--- src/rtl/rest_pkg.sv ---
// Shared types and constants for the coin/bottle return dispenser.
package rest_pkg;

  localparam int unsigned CNT_W           = 4;
  localparam int unsigned CNT_MAX         = 15;
  localparam int unsigned GAP_CYC_DEF     = 4;
  localparam int unsigned TIMEOUT_CYC_DEF = 64;

  typedef enum logic [2:0] {
    IDLE   = 3'd0,
    DISP_S = 3'd1,
    DISP5  = 3'd2,
    DISP1  = 3'd3,
    GAP    = 3'd4,
    FAULT  = 3'd5
  } state_t;

endpackage

--- src/rtl/rest_counter.sv ---
// Saturating up/down pending-request counter; o_ovf_c flags a request lost at the ceiling.
module rest_counter
  import rest_pkg::*;
(
  input  logic             clk,
  input  logic             reset,
  input  logic             i_inc,
  input  logic             i_dec,
  output logic [CNT_W-1:0] o_cnt,
  output logic [CNT_W-1:0] o_cnt_nxt_c,
  output logic             o_ovf_c
);

  logic [CNT_W-1:0] r_cnt;

  // Simultaneous inc and dec cancel, so a full counter loses nothing in that case.
  always_comb begin
    o_cnt_nxt_c = r_cnt;
    o_ovf_c     = 1'b0;
    if (i_inc && !i_dec) begin
      if (r_cnt == CNT_W'(CNT_MAX)) begin
        o_ovf_c = 1'b1;
      end else begin
        o_cnt_nxt_c = r_cnt + CNT_W'(1);
      end
    end else if (i_dec && !i_inc && (r_cnt != '0)) begin
      o_cnt_nxt_c = r_cnt - CNT_W'(1);
    end
  end

  always_ff @(posedge clk) begin
    if (reset) begin
      r_cnt <= '0;
    end else begin
      r_cnt <= o_cnt_nxt_c;
    end
  end

  assign o_cnt = r_cnt;

endmodule

--- src/rtl/rest_dispenser.sv ---
// Serialises queued coin/bottle returns onto three motors with an inter-dispense gap,
// a per-dispense timeout that latches a fault, and a sticky overflow flag.
module rest_dispenser
  import rest_pkg::*;
#(
  parameter int unsigned GAP_CYC     = GAP_CYC_DEF,
  parameter int unsigned TIMEOUT_CYC = TIMEOUT_CYC_DEF
) (
  input  logic clk,
  input  logic reset,
  input  logic REST1,
  input  logic REST5,
  input  logic PLEACA_STICLA,
  input  logic SENZ1,
  input  logic SENZ5,
  input  logic SENZ_STICLA,
  output logic MOTOR1,
  output logic MOTOR5,
  output logic MOTOR_STICLA,
  output logic BUSY,
  output logic EROARE,
  output logic OVF
);

  localparam int unsigned GAP_W = (GAP_CYC > 1) ? $clog2(GAP_CYC) : 1;
  localparam int unsigned TO_W  = (TIMEOUT_CYC > 1) ? $clog2(TIMEOUT_CYC) : 1;

  state_t           r_state;
  state_t           w_state_nxt;
  logic [GAP_W-1:0] r_gap;
  logic [GAP_W-1:0] w_gap_nxt;
  logic [TO_W-1:0]  r_to;
  logic [TO_W-1:0]  w_to_nxt;

  logic [CNT_W-1:0] w_p1;
  logic [CNT_W-1:0] w_p5;
  logic [CNT_W-1:0] w_ps;
  logic [CNT_W-1:0] w_p1_nxt;
  logic [CNT_W-1:0] w_p5_nxt;
  logic [CNT_W-1:0] w_ps_nxt;
  logic             w_ovf1;
  logic             w_ovf5;
  logic             w_ovfs;
  logic             w_dec1;
  logic             w_dec5;
  logic             w_decs;
  logic             w_done;

  logic r_motor1;
  logic r_motor5;
  logic r_motor_s;
  logic r_busy;
  logic r_err;
  logic r_ovf;

  // A dispense completes only on the sensor that matches the active chute.
  assign w_dec1 = (r_state == DISP1)  && SENZ1;
  assign w_dec5 = (r_state == DISP5)  && SENZ5;
  assign w_decs = (r_state == DISP_S) && SENZ_STICLA;
  assign w_done = w_dec1 || w_dec5 || w_decs;

  rest_counter u_cnt_1 (
    .clk         (clk),
    .reset       (reset),
    .i_inc       (REST1),
    .i_dec       (w_dec1),
    .o_cnt       (w_p1),
    .o_cnt_nxt_c (w_p1_nxt),
    .o_ovf_c     (w_ovf1)
  );

  rest_counter u_cnt_5 (
    .clk         (clk),
    .reset       (reset),
    .i_inc       (REST5),
    .i_dec       (w_dec5),
    .o_cnt       (w_p5),
    .o_cnt_nxt_c (w_p5_nxt),
    .o_ovf_c     (w_ovf5)
  );

  rest_counter u_cnt_s (
    .clk         (clk),
    .reset       (reset),
    .i_inc       (PLEACA_STICLA),
    .i_dec       (w_decs),
    .o_cnt       (w_ps),
    .o_cnt_nxt_c (w_ps_nxt),
    .o_ovf_c     (w_ovfs)
  );

  // State register.
  always_ff @(posedge clk) begin
    if (reset) begin
      r_state <= IDLE;
      r_gap   <= '0;
      r_to    <= '0;
    end else begin
      r_state <= w_state_nxt;
      r_gap   <= w_gap_nxt;
      r_to    <= w_to_nxt;
    end
  end

  // Next state; a sensor pulse in the timeout cycle still counts as completion.
  always_comb begin
    w_state_nxt = r_state;
    w_gap_nxt   = r_gap;
    w_to_nxt    = r_to;
    case (r_state)
      IDLE: begin
        w_gap_nxt = '0;
        w_to_nxt  = '0;
        if (w_ps != '0) begin
          w_state_nxt = DISP_S;
        end else if (w_p5 != '0) begin
          w_state_nxt = DISP5;
        end else if (w_p1 != '0) begin
          w_state_nxt = DISP1;
        end
      end
      DISP_S, DISP5, DISP1: begin
        if (w_done) begin
          w_state_nxt = GAP;
          w_gap_nxt   = '0;
        end else if (r_to == TO_W'(TIMEOUT_CYC - 1)) begin
          w_state_nxt = FAULT;
        end else begin
          w_to_nxt = r_to + TO_W'(1);
        end
      end
      GAP: begin
        if (r_gap == GAP_W'(GAP_CYC - 1)) begin
          w_state_nxt = IDLE;
        end else begin
          w_gap_nxt = r_gap + GAP_W'(1);
        end
      end
      FAULT: begin
        w_state_nxt = FAULT;
      end
      default: begin
        w_state_nxt = IDLE;
      end
    endcase
  end

  // Outputs are registered from next-cycle values so they line up with the state register.
  always_ff @(posedge clk) begin
    if (reset) begin
      r_motor1  <= 1'b0;
      r_motor5  <= 1'b0;
      r_motor_s <= 1'b0;
      r_busy    <= 1'b0;
      r_err     <= 1'b0;
      r_ovf     <= 1'b0;
    end else begin
      r_motor1  <= (w_state_nxt == DISP1);
      r_motor5  <= (w_state_nxt == DISP5);
      r_motor_s <= (w_state_nxt == DISP_S);
      r_busy    <= (w_state_nxt != IDLE) || (|{w_p1_nxt, w_p5_nxt, w_ps_nxt});
      r_err     <= (w_state_nxt == FAULT);
      r_ovf     <= r_ovf || w_ovf1 || w_ovf5 || w_ovfs;
    end
  end

  assign MOTOR1       = r_motor1;
  assign MOTOR5       = r_motor5;
  assign MOTOR_STICLA = r_motor_s;
  assign BUSY         = r_busy;
  assign EROARE       = r_err;
  assign OVF          = r_ovf;

endmodule

--- config.mk ---
export PLATFORM = sky130hd
export DESIGN_NAME = rest_dispenser
export DESIGN_NICKNAME = d
export VERILOG_FILES = /design/src/rtl/rest_pkg.sv /design/src/rtl/rest_counter.sv /design/src/rtl/rest_dispenser.sv
export SDC_FILE = /design/constraint.sdc
export NUM_CORES = 1
export LEC_CHECK = 0
export ABC_AREA = 1
export BUFFER_PORTS_ARGS = -buffer_cell sky130_fd_sc_hd__clkbuf_2
export CAP_MARGIN = 20
export CORE_UTILIZATION = 60
export CTS_BUF_LIST = sky130_fd_sc_hd__clkbuf_4 sky130_fd_sc_hd__clkbuf_8
export CTS_CLUSTER_DIAMETER = 100
export DETAILED_ROUTE_END_ITERATION = 7
export PLACE_DENSITY = 0.83
export SLEW_MARGIN = 15
export SYNTH_ARGS = -nofsm -noshare
export SYNTH_HDL_FRONTEND = slang
export SYNTH_SLANG_ARGS = --single-unit
--- constraint.sdc ---
create_clock -name clk -period 3.2 [get_ports clk]
set_input_delay 0.64 -clock clk [delete_from_list [all_inputs] [get_ports clk]]
set_output_delay 0.64 -clock clk [all_outputs]
set_load 0.02 [all_outputs]
==> results of run 1 <==
-- cells by family (layout without fill, tap and decap cells) --
kind of cell | Yosys count | in the layout | synth area share, %
compound gates | 38 | 38 | 10.5
xor+xnor | 8 | 8 | 3.54
fa+ha+maj | 8 | 8 | 5.06
buf+inv | 56 | 75 | 10.6
flops | 29 | 29 | 29.4
simple gates | 168 | 168 | 40.9
-- Yosys cell counts (all sizes together) --
library cell  instances
xor2                  8
a211oi                1
clkbuf                2
o31a                  1
a31oi                 1
o21ai                15
nand2                82
nand4                 9
o211ai                2
ha                    8
inv                  54
o211a                 1
nor2                 44
a21oi                17
nand3                29
nor3                  4
dfxtp                29
-- metrics by stage --
step                util, %  hold WS [ns]  std cells
global placement       67.9         0.453        362
CTS                    70.2         0.477        370
detailed placement     67.9         0.457        362
floorplan                 -         0.439        307
finish                 70.2         0.477        370
global route           70.2         0.506        370
-- final cells by class --
class	count	area, µm²	share of cell area (%)
tap	44	55.1	2.55
clock inverter	1	5.00	0.232
multi-input combinational	222	1190	54.9
clock buffer	7	65.1	3.01
inverter	54	203	9.39
sequential	29	581	26.9
timing repair buffer	13	65.1	3.01
-- power breakdown --
| part | switching [mW] | total (mW) | internal, mW |
|---|---|---|---|
| clock network | 0.127 | 0.254 | 0.127 |
| logic | 0.387 | 0.571 | 0.184 |
| registers | 0.0512 | 0.465 | 0.414 |
| total | 0.565 | 1.29 | 0.726 |
-- per-layer routing --
metal	wire length (µm)	track usage (%)	part of all wire (%)
met5	0	0	0
met4	57	9.86	1.4
met3	160	6.33	3.9
met2	1930	45.4	48
met1	1900	30.4	47
-- placed cells by master, fill, tap and decap left out, drive strengths merged, types with 2 or more instances in the layout --
master,n
a21oi,17
clkbuf,20
dfxtp,29
ha,8
inv,54
nand2,82
nand3,29
nand4,9
nor2,44
nor3,4
o211ai,2
o21ai,15
xor2,8
-- worst paths after layout --
kind         depth (start not counted)                        start              endpoint  slack (ns)
max                                 12  u_cnt_5.o_cnt[0]$_SDFF_PP0_       BUSY$_SDFF_PP0_        1.33
min reg2reg                          2         r_to[5]$_SDFFE_PP0P_  r_to[5]$_SDFFE_PP0P_        0.48
max reg2reg                         12  u_cnt_5.o_cnt[0]$_SDFF_PP0_       BUSY$_SDFF_PP0_        1.33
min                                  2         r_to[5]$_SDFFE_PP0P_  r_to[5]$_SDFFE_PP0P_        0.48
-- state kept, by name (all words and copies together), names as in the netlist, 2 cells and up --
signal         count
r_gap              2
u_cnt_1.o_cnt      4
u_cnt_5.o_cnt      4
u_cnt_s.o_cnt      4
r_state            3
r_to               6
-- worst min-delay path: stages (launching register included) --
cell and delay, ns:
dfxtp_1 0.32, inv_1 0.06, a21oi_1 0.05
==> summary.txt, run 1 <==
STA
  • Count of final max-slew check failures: 0
  • Final setup vio count: 0
  • Clk_skew: 0.00978 ns
  • Least-Margin Pin Slew: 0.430 ns
  • Unrepaired setup endpoints after global routing: no
  • Setup ws final: 1.33 ns
  • Fmax achieved: 0.533 GHz
  • Worst slew margin: 71.3%
  • Post-Route Setup TNS: 0 ns
  • Final hold violation count: 0
  • Fin crit period: 1.87 ns
  • Period utilisation layout: 58.6%

Flow run
  • Max cap viols: 0

Place
  • Gpl congestion: 0.896
  • Port-buffer cells: 13
  • DP Wirelength: 3170 µm
  • Setup WS pre-CTS: 1.22 ns
  • DP Area: 2090 µm²

Global route
  • Vias in the first global route: 1726
  • Pin count of the biggest net entering global routing: 21
  • Initial antenna violation count: 0
  • Gr ovfl total: 0
  • Total GRT Usage: 26.0%
  • First-pass GRT wire length: 6870 µm

Floorplan
  • Die span in x: 59.4 µm
  • Die height: 59.4 µm
  • Die area: 3530 µm²
  • FP Rows: 20
  • I/O pin cnt: 14
  • Core box area: 3080 µm²
  • Initial Util: 64.2%

Setup path
  • CP required: 3.41 ns
  • Critical path launch point type: flip-flop
  • Top Family by Delay on Critical Path: simple AND/OR/NAND/NOR gates
  • Slowest stage cell, crit path: dfxtp_1
  • Critical path endpoint category: flip-flop
  • Data arrival time of the worst path: 2.08 ns
  • Max incr delay on CP: 0.43 ns
  • WP buf/inv: 2
  • Critical path, cell by cell: inv_1, ha_1, nand3_1, inv_1, nand2_1, nand2_1, nand2_1, nand3_1, nor2_1, nand3_1, nor2_1, a21oi_1
  • Crit-path max FO: 6
  • WS Path Type: reg -> reg

Logic synthesis
  • Synthesis Warnings: 0
  • Flops & latches, synth: 29
  • Avg Inst Size Synth: 6.44 µm²
  • Netlist cell types: 26
  • Mapped Area: 1980 µm²
  • Mapped Nets: 323
  • Cell taking the most area after synthesis: dfxtp_1
  • Synth area leaders: dfxtp_1 (29%), nand2_1 (14%), inv_1 (9.1%), nor2_1 (7.0%), nand3_1 (6.3%)
  • Gate Count Post-Synth: 307
  • Seq/Total Area, Yosys: 29.4%
  • Synth top area share: 29.4%

Clock tree
  • Worst skew pair latency: 0.33 ns
  • CTS Hold Bufs: 0
  • CTS clk-pin slew, worst paths: 0.10 ns
  • CTS resizes: 0
  • CTS root buf: clkbuf_4
  • Num CTS Buffers: 5
  • Post-CTS Setup Repair Bufs: 0
  • CTS tree: done
  • Maximum clock path buffer count: 2
  • Clk sinks: 29
  • Clock H-tree levels: 2

Final layout
  • Area growth syn-to-layout: 9.24%
  • N_diodes: 0
  • Fin area: 2160 µm²
  • Fillcell total: 290
  • Share of layout cells above drive strength 1: 14.1%
  • Nets: 341

Detailed routing
  • Vias per std cell: 5.21
  • Drt pass-1 iters: 4
  • DR vias: 1927
  • ANT nets after route: 0
  • DRT iter0 DRCs: 155
  • Post-DR wirelength/cell: 10.9 µm
  • DRC viols: 0
  • Total Wirelength: 4050 µm

Power
  • Leak Pwr: 1.12 nW
  • Design Power: 1.29 mW
  • Pwr dens: 597 nW/µm²
  • Worst VDD drop: 0.000493 V

Outcome
  • Outcome: finished clean

Hold path
  • Worst hold-check path type: reg -> reg
Power figures use the tool's default switching activity.
==> inputs of run 2 (changes only) <==
--- a/config.mk
+++ b/config.mk
@@ -5,7 +5,7 @@
 export SDC_FILE = /design/constraint.sdc
 export NUM_CORES = 1
 export LEC_CHECK = 0
-export ABC_AREA = 1
+export ABC_AREA = 0
 export BUFFER_PORTS_ARGS = -buffer_cell sky130_fd_sc_hd__clkbuf_2
 export CAP_MARGIN = 20
 export CORE_UTILIZATION = 60
==> constraint.sdc (replaced) <==
create_clock -name clk -period 1.8 [get_ports clk]
set_input_delay 0.36 -clock clk [delete_from_list [all_inputs] [get_ports clk]]
set_output_delay 0.36 -clock clk [all_outputs]
set_load 0.02 [all_outputs]
==> run 2 against run 1 <==
Against the previous run:
- the run now ends with negative setup slack left
- core utilization grew 12 points
- sequential share of layout area is 3.4 points lower
- largest power group unchanged
- total power rose by 140%
==> summary.txt, run 2 <==
Setup path
  • Critical path endpoint category: flip-flop (unchanged)
  • Max incr delay on CP: 0.38 ns (was 0.43 ns)
  • Top Family by Delay on Critical Path: simple AND/OR/NAND/NOR gates (unchanged)
  • Slowest stage cell, crit path: or3b_4 (was dfxtp_1)
  • Crit-path max FO: 3 (was 6)
  • Internal reg-to-reg setup slack: -0.24 ns (was 1.33 ns)
  • Critical path, cell by cell: inv_2, ha_4, or3b_4, a21o_1, a221oi_2, nand4_1, and4bb_1, a31oi_1 (was inv_1, ha_1, nand3_1, inv_1, nand2_1, nand2_1, nand2_1, nand3_1, nor2_1, nand3_1, nor2_1, a21oi_1)
  • Levels on crit path: 8 (was 12)
  • R2R Path End: BUSY$_SDFF_PP0_ (unchanged)
  • Worst R2R Path Depth: 8 (was 12)
  • WS Path Type: reg -> reg (unchanged)
  • WP buf/inv: 1 (was 2)
  • RR Startpoint: u_cnt_1.o_cnt[1]$_SDFF_PP0_ (was u_cnt_5.o_cnt[0]$_SDFF_PP0_)
  • Critical path launch point type: flip-flop (unchanged)
  • Critical path endpoint: BUSY$_SDFF_PP0_ (unchanged)
  • CP required: 2.02 ns (was 3.41 ns)
  • Data arrival time of the worst path: 2.26 ns (was 2.08 ns)
  • Crit path launch: u_cnt_1.o_cnt[1]$_SDFF_PP0_ (was u_cnt_5.o_cnt[0]$_SDFF_PP0_)

Clock tree
  • Num CTS Buffers: 5 (unchanged)
  • CTS root buf: clkbuf_4 (unchanged)
  • Clock H-tree levels: 2 (unchanged)
  • CTS tree: done (unchanged)
  • Worst skew pair latency: 0.34 ns (was 0.33 ns)
  • Clk sinks: 29 (unchanged)
  • CTS clk-pin slew, worst paths: 0.09 ns (was 0.10 ns)
  • Maximum clock path buffer count: 2 (unchanged)

Logic synthesis
  • Synthesis Warnings: 0 (unchanged)
  • Post-synthesis simple-gate area fraction: 34.6% (was 40.9%)
  • Prevailing post-synth register cell: dfxtp_1 (unchanged)
  • Mapped Area: 1890 µm² (was 1980 µm²)
  • Post-synth ARST share: 0% (unchanged)
  • Gate Count Post-Synth: 227 (was 307)
  • Seq/Total Area, Yosys: 30.6% (was 29.4%)
  • Synth top area share: 30.6% (was 29.4%)
  • Mux contribution to synthesized area: 6.61% (was 0%)
  • Largest family of logic cells by synthesized area: simple AND/OR/NAND/NOR gates (unchanged)
  • Synth area leaders: dfxtp_1 (31%), nor2_1 (5.7%), ha_1 (5.3%), mux2i_1 (4.2%), xnor2_1 (3.7%) (was dfxtp_1 (29%), nand2_1 (14%), inv_1 (9.1%), nor2_1 (7.0%), nand3_1 (6.3%))
  • Flops & latches, synth: 29 (unchanged)
  • Mapped Nets: 243 (was 323)
  • Netlist cell types: 54 (was 26)
  • Compound-Gate Fraction of Synth Area: 13.0% (was 10.5%)
  • Synth Area in XOR/XNOR: 3.70% (was 3.54%)
  • Synth cell count leaders: dfxtp_1 (29), nor2_1 (29), nand2_1 (14) (was nand2_1 (74), inv_1 (48), nor2_1 (37))
  • Avg Inst Size Synth: 8.35 µm² (was 6.44 µm²)
  • Number of flops mapped to enable cells by yosys: 0 (unchanged)
  • Synth Area in Adders: 5.28% (was 5.06%)
  • Cell taking the most area after synthesis: dfxtp_1 (unchanged)

Final layout
  • Largest Register: r_to (unchanged)
  • Final Non-Filler Cells: 330 (was 370)
  • Fillcell total: 176 (was 290)
  • Nets: 301 (was 341)
  • Max reg flops: 6 (unchanged)
  • FF/Latch Area: 586 µm² (was 581 µm²)
  • Most frequent cells in the layout: buf_4 (49), nor2_1 (28), dfxtp_1 (25) (was nand2_1 (74), inv_1 (48), nor2_1 (37))
  • N_diodes: 0 (unchanged)
  • Area of the multi-input gates: 1280 µm² (was 1190 µm²)
  • Area growth syn-to-layout: 31.5% (was 9.24%)
  • Most common cell after layout, fill and taps aside: buf_4 (was nand2_1)
  • Share of layout cells above drive strength 1: 35.7% (was 14.1%)

Floorplan
  • Die span in x: 58.2 µm (was 59.4 µm)
  • Die height: 58.2 µm (was 59.4 µm)
  • Core box area: 3030 µm² (was 3080 µm²)
  • Die area: 3390 µm² (was 3530 µm²)
  • Initial Util: 62.6% (was 64.2%)
  • I/O pin cnt: 14 (unchanged)
  • FP Rows: 20 (unchanged)

STA
  • Period utilisation layout: 113% (was 58.6%)
  • Final setup vio count: 6 (was 0)
  • Clk_skew: 0.0120 ns (was 0.00978 ns)
  • Unrepaired setup endpoints after global routing: yes (was no)
  • Setup ws final: -0.239 ns (was 1.33 ns)
  • Fmax achieved: 0.490 GHz (was 0.533 GHz)
  • Least-Margin Pin Slew: 0.442 ns (was 0.430 ns)
  • Fin crit period: 2.04 ns (was 1.87 ns)
  • Worst slew margin: 70.3% (was 71.3%)
  • Final hold violation count: 0 (unchanged)
  • Count of final max-slew check failures: 0 (unchanged)
  • Hold slack: 0.384 ns (was 0.477 ns)

Detailed routing
  • Post-DR wirelength/cell: 14.7 µm (was 10.9 µm)
  • Vias per std cell: 5.78 (was 5.21)
  • DRC viols: 0 (unchanged)
  • Total Wirelength: 4850 µm (was 4050 µm)
  • Drt pass-1 iters: 4 (unchanged)
  • DRT iter0 DRCs: 74 (was 155)
  • DR vias: 1906 (was 1927)
  • ANT nets after route: 0 (unchanged)

Power
  • Leak Pwr: 1.07 nW (was 1.12 nW)
  • Worst VDD drop: 0.000996 V (was 0.000493 V)
  • Pwr dens: 1230 nW/µm² (was 597 nW/µm²)

Place
  • Gpl congestion: 0.891 (was 0.896)
  • Placed Instances: 317 (was 362)
  • DP Wirelength: 3390 µm (was 3170 µm)
  • Port-buffer cells: 13 (unchanged)

Flow run
  • Max cap viols: 0 (unchanged)

Outcome
  • Outcome: finished, violations left (was finished clean)
  • Failing checks: negative setup slack

Hold path
  • Worst hold-check path type: in -> reg (was reg -> reg)

Global route
  • Pin count of the biggest net entering global routing: 14 (was 21)
  • First-pass GRT wire length: 7770 µm (was 6870 µm)
  • Gr ovfl total: 0 (unchanged)
  • Vias in the first global route: 1820 (was 1726)
  • Initial antenna violation count: 0 (unchanged)
  • Total GRT Usage: 29.6% (was 26.0%)
-- run 2: repair_timing --
| action | in CTS | in global routing |
|---|---|---|
| pin swaps | 3 | 8 |
| setup endpoints to repair | 8 | 12 |
| buffers inserted | 3 | 3 |
| gates resized for setup | 7 | 9 |
| hold buffers | 0 | 0 |
-- run 2: layout make-up --
class,instances,area share [%]
inverter,11,1.66
clock inverter,1,0.201
clock buffer,7,2.61
tap,44,2.21
multi-input combinational,174,51.5
timing repair buffer,64,18.3
sequential,29,23.5
-- run 2: worst min path at each step --
| stage | startpoint | endpoint | slack, ns | depth (start not counted) |
|---|---|---|---|---|
| after floorplan | reset | r_state[1]$_SDFF_PP0_ | 0.44 | 1 |
| after global placement | r_gap[1]$_SDFFE_PP0P_ | r_gap[1]$_SDFFE_PP0P_ | 0.47 | 2 |
| after detailed placement | OVF$_SDFF_PP0_ | OVF$_SDFF_PP0_ | 0.48 | 2 |
| after CTS | reset | u_cnt_1.o_cnt[3]$_SDFF_PP0_ | 0.39 | 2 |
| after global routing | reset | u_cnt_1.o_cnt[3]$_SDFF_PP0_ | 0.40 | 2 |
| final | reset | u_cnt_1.o_cnt[3]$_SDFF_PP0_ | 0.38 | 2 |
-- run 2: stage by stage --
step | setup slack [ns] | total power, mW | area (µm²) | setup TNS (ns) | util [%]
floorplan | -0.0600 | 1.82 | 1920 | -0.0600 | -
global placement | -0.187 | 2.36 | 2310 | -0.493 | 76.4
detailed placement | -0.198 | 2.41 | 2310 | -0.649 | 76.4
CTS | -0.216 | 2.95 | 2430 | -0.445 | 80.2
global route | -0.341 | 3.22 | 2490 | -1.28 | 82.3
finish | -0.239 | 3.05 | 2490 | -0.749 | 82.3
-- run 2: power by group --
part | internal (mW) | leakage (nW) | switching [mW] | total (mW)
Sequential | 0.758 | 0.238 | 0.0976 | 0.856
Combinational | 0.898 | 0.786 | 0.843 | 1.74
Clock | 0.226 | 0.0413 | 0.232 | 0.458
Total | 1.88 | 1.07 | 1.17 | 3.05
-- run 2: logic make-up (layout without fill, tap and decap cells) --
logic type                 after synthesis  in the layout
and+or+nand+nor                        112            112
AOI/OAI and AO/OA                       35             35
DFF                                     29             29
buffers and inverters                   24             83
muxes                                   11             11
adders and majority gates                8              8
xor gates and xnor gates                 8              8
-- run 2: worst reg2reg max path: stages, from the launching register on --
cell and delay [ns]:
dfxtp_2 0.33, inv_2 0.07, ha_4 0.15, or3b_4 0.38, a21o_1 0.19, a221oi_2 0.28
nand4_1 0.14, and4bb_1 0.29, a31oi_1 0.09
-- run 2: per-layer routing --
layer | vias to the layer above | share of wire [%] | wire, µm | track usage, %
met1 | 900 | 43 | 2100 | 33.4
met2 | 48 | 50 | 2420 | 56.2
met3 | 17 | 3.6 | 176 | 5.58
li1 | 941 | - | - | -
met4 | 0 | 3.1 | 148 | 8.50
met5 | - | 0 | 0 | 0
==> inputs of run 3 (changes only) <==
--- a/config.mk
+++ b/config.mk
@@ -13,6 +13,8 @@
 export CTS_CLUSTER_DIAMETER = 100
 export DETAILED_ROUTE_END_ITERATION = 7
 export PLACE_DENSITY = 0.83
+export REMOVE_ABC_BUFFERS = 1
+export SKIP_CTS_REPAIR_TIMING = 1
 export SLEW_MARGIN = 15
 export SYNTH_ARGS = -nofsm -noshare
 export SYNTH_HDL_FRONTEND = slang
==> run 3 against run 2 <==
Against the previous run:
- the flow still finishes with violations (negative setup slack)
- worst setup slack better by 0.016 ns
- sequential share of layout area about the same
- via count increased by 5.1%
- clock skew decreased by 0.0078 ns
- non-clock buffer count decreased by 6
- wire length increased by 9.4%
- sequential power up 2.8%
- critical path type unchanged
- critical endpoint unchanged
- highest routed layer unchanged
==> summary.txt, run 3 (same netlist as run 2, synthesis figures left out) <==
STA
  • Fin crit period: 2.02 ns (was 2.04 ns)
  • Worst slew margin: 70.5% (was 70.3%)
  • Period utilisation layout: 112% (was 113%)
  • Least-Margin Pin Slew: 0.436 ns (was 0.442 ns)
  • Clk_skew: 0.00417 ns (was 0.0120 ns)
  • Fmax achieved: 0.494 GHz (was 0.490 GHz)
  • Final hold violation count: 0 (unchanged)
  • Setup ws final: -0.223 ns (was -0.239 ns)
  • Count of final max-slew check failures: 0 (unchanged)
  • Unrepaired setup endpoints after global routing: yes (unchanged)
  • Final setup vio count: 3 (was 6)
  • Post-Route Setup TNS: -0.302 ns (was -0.749 ns)

Power
  • Pwr dens: 1290 nW/µm² (was 1230 nW/µm²)
  • Leak Pwr: 1.06 nW (was 1.07 nW)
  • Worst VDD drop: 0.00100 V (was 0.000996 V)

Place
  • Setup WS pre-CTS: -0.204 ns (was -0.198 ns)
  • Gpl congestion: 0.932 (was 0.891)
  • Port-buffer cells: 13 (unchanged)
  • DP Wirelength: 3200 µm (was 3390 µm)

Global route
  • First-pass GRT wire length: 7180 µm (was 7770 µm)
  • Total GRT Usage: 27.8% (was 29.6%)
  • Vias in the first global route: 1674 (was 1820)
  • Gr ovfl total: 0 (unchanged)
  • Pin count of the biggest net entering global routing: 23 (was 14)
  • Initial antenna violation count: 0 (unchanged)

Final layout
  • Layout Utilization: 83.1% (was 82.3%)
  • Most frequent cells in the layout: buf_4 (45), nor2_1 (29), dfxtp_1 (22) (was buf_4 (49), nor2_1 (28), dfxtp_1 (25))
  • Share of layout cells above drive strength 1: 36.8% (was 35.7%)
  • Max reg flops: 6 (unchanged)
  • Most common cell after layout, fill and taps aside: buf_4 (unchanged)
  • Area growth syn-to-layout: 32.8% (was 31.5%)
  • Largest Register: r_to (unchanged)
  • N_diodes: 0 (unchanged)
  • Nets: 295 (was 301)

Outcome
  • Failing checks: negative setup slack (unchanged)
  • Outcome: finished, violations left (unchanged)

Floorplan
  • Core box area: 3030 µm² (unchanged)
  • FP Rows: 20 (unchanged)
  • Die area: 3390 µm² (unchanged)
  • Die height: 58.2 µm (unchanged)
  • I/O pin cnt: 14 (unchanged)
  • Initial Util: 62.6% (unchanged)
  • Die span in x: 58.2 µm (unchanged)

Setup path
  • Critical path launch point type: flip-flop (unchanged)
  • Critical path endpoint category: flip-flop (unchanged)
  • CP required: 2.01 ns (was 2.02 ns)
  • RR Startpoint: u_cnt_s.o_cnt[1]$_SDFF_PP0_ (was u_cnt_1.o_cnt[1]$_SDFF_PP0_)
  • Crit-path max FO: 3 (unchanged)
  • Data arrival time of the worst path: 2.24 ns (was 2.26 ns)
  • WS Path Type: reg -> reg (unchanged)
  • Crit path launch: u_cnt_s.o_cnt[1]$_SDFF_PP0_ (was u_cnt_1.o_cnt[1]$_SDFF_PP0_)

Detailed routing
  • Vias per std cell: 6.18 (was 5.78)
  • Drt pass-1 iters: 4 (unchanged)
  • Post-DR wirelength/cell: 16.4 µm (was 14.7 µm)
  • DRC viols: 0 (unchanged)
  • DRT iter0 DRCs: 164 (was 74)
  • DR vias: 2003 (was 1906)
  • Total Wirelength: 5300 µm (was 4850 µm)
  • ANT nets after route: 0 (unchanged)

Hold path
  • Worst hold-check path type: reg -> reg (was in -> reg)
  • Hold Startpoint: OVF$_SDFF_PP0_ (was reset)

Clock tree
  • Clk sinks: 29 (unchanged)
  • Worst skew pair latency: 0.34 ns (about the same)
  • CTS root buf: clkbuf_4 (unchanged)
  • CTS tree: done (unchanged)
  • CTS clk-pin slew, worst paths: 0.10 ns (was 0.09 ns)
  • Maximum clock path buffer count: 2 (unchanged)
  • Num CTS Buffers: 5 (unchanged)
  • Clock H-tree levels: 2 (unchanged)

Flow run
  • Max cap viols: 0 (unchanged)
run 3: cell count changes in the layout (fill, tap and decap cells not counted), moves of 3 or more:
| cell | previous run | this run |
|---|---|---|
| buf_4 | 49 | 45 |
| nor4b_2 | 4 | 0 |
| dfxtp_1 | 25 | 22 |
| nor4b_1 | 1 | 4 |
run 3: layer usage:
layer	vias up	wire length, µm	GRT usage, %
li1	939	-	-
met2	92	2610	45.5
met4	0	101	8.50
met5	-	0	0
met3	14	354	6.03
met1	958	2240	36.8
run 3: final cells by class:
class,count,area [µm²]
inverters,11,43.8
flip-flops and latches,29,592
well taps,44,55.1
multi-input cells,174,1320
clock buffers,5,37.5
fillers,180,512
clock inverters,3,65.1
repair buffers,58,403
run 3: through the flow:
stage	area [µm²]	cells	power, mW	hold slack (ns)
after CTS	2340	319	2.97	0.490
after detailed placement	2240	311	2.28	0.486
after floorplan	1820	214	1.71	0.429
after global routing	2520	324	3.42	0.527
after global placement	2240	311	2.25	0.465
final	2520	324	3.25	0.498
run 3: power by group:
part / switching, mW / total, mW / internal, mW
combinational: 0.843 / 1.68 / 0.837
sequential: 0.112 / 0.880 / 0.769
clock: 0.259 / 0.689 / 0.430
run 3: critical path: stages (launching register included):
cell and delay, ns:
dfxtp_2 0.34, inv_2 0.08, ha_4 0.13, or3b_4 0.40, a21o_1 0.18, a221oi_2 0.26, nand4_1 0.13, and4bb_1 0.29
a31oi_1 0.09
run 3: path summary, 6_finish.rpt:
| kind | end | slack, ns | cells past startpoint |
|---|---|---|---|
| setup / recovery | BUSY$_SDFF_PP0_ | -0.22 | 8 |
| setup reg to reg | BUSY$_SDFF_PP0_ | -0.22 | 8 |
| hold / removal | OVF$_SDFF_PP0_ | 0.50 | 2 |
| hold reg to reg | OVF$_SDFF_PP0_ | 0.50 | 2 |
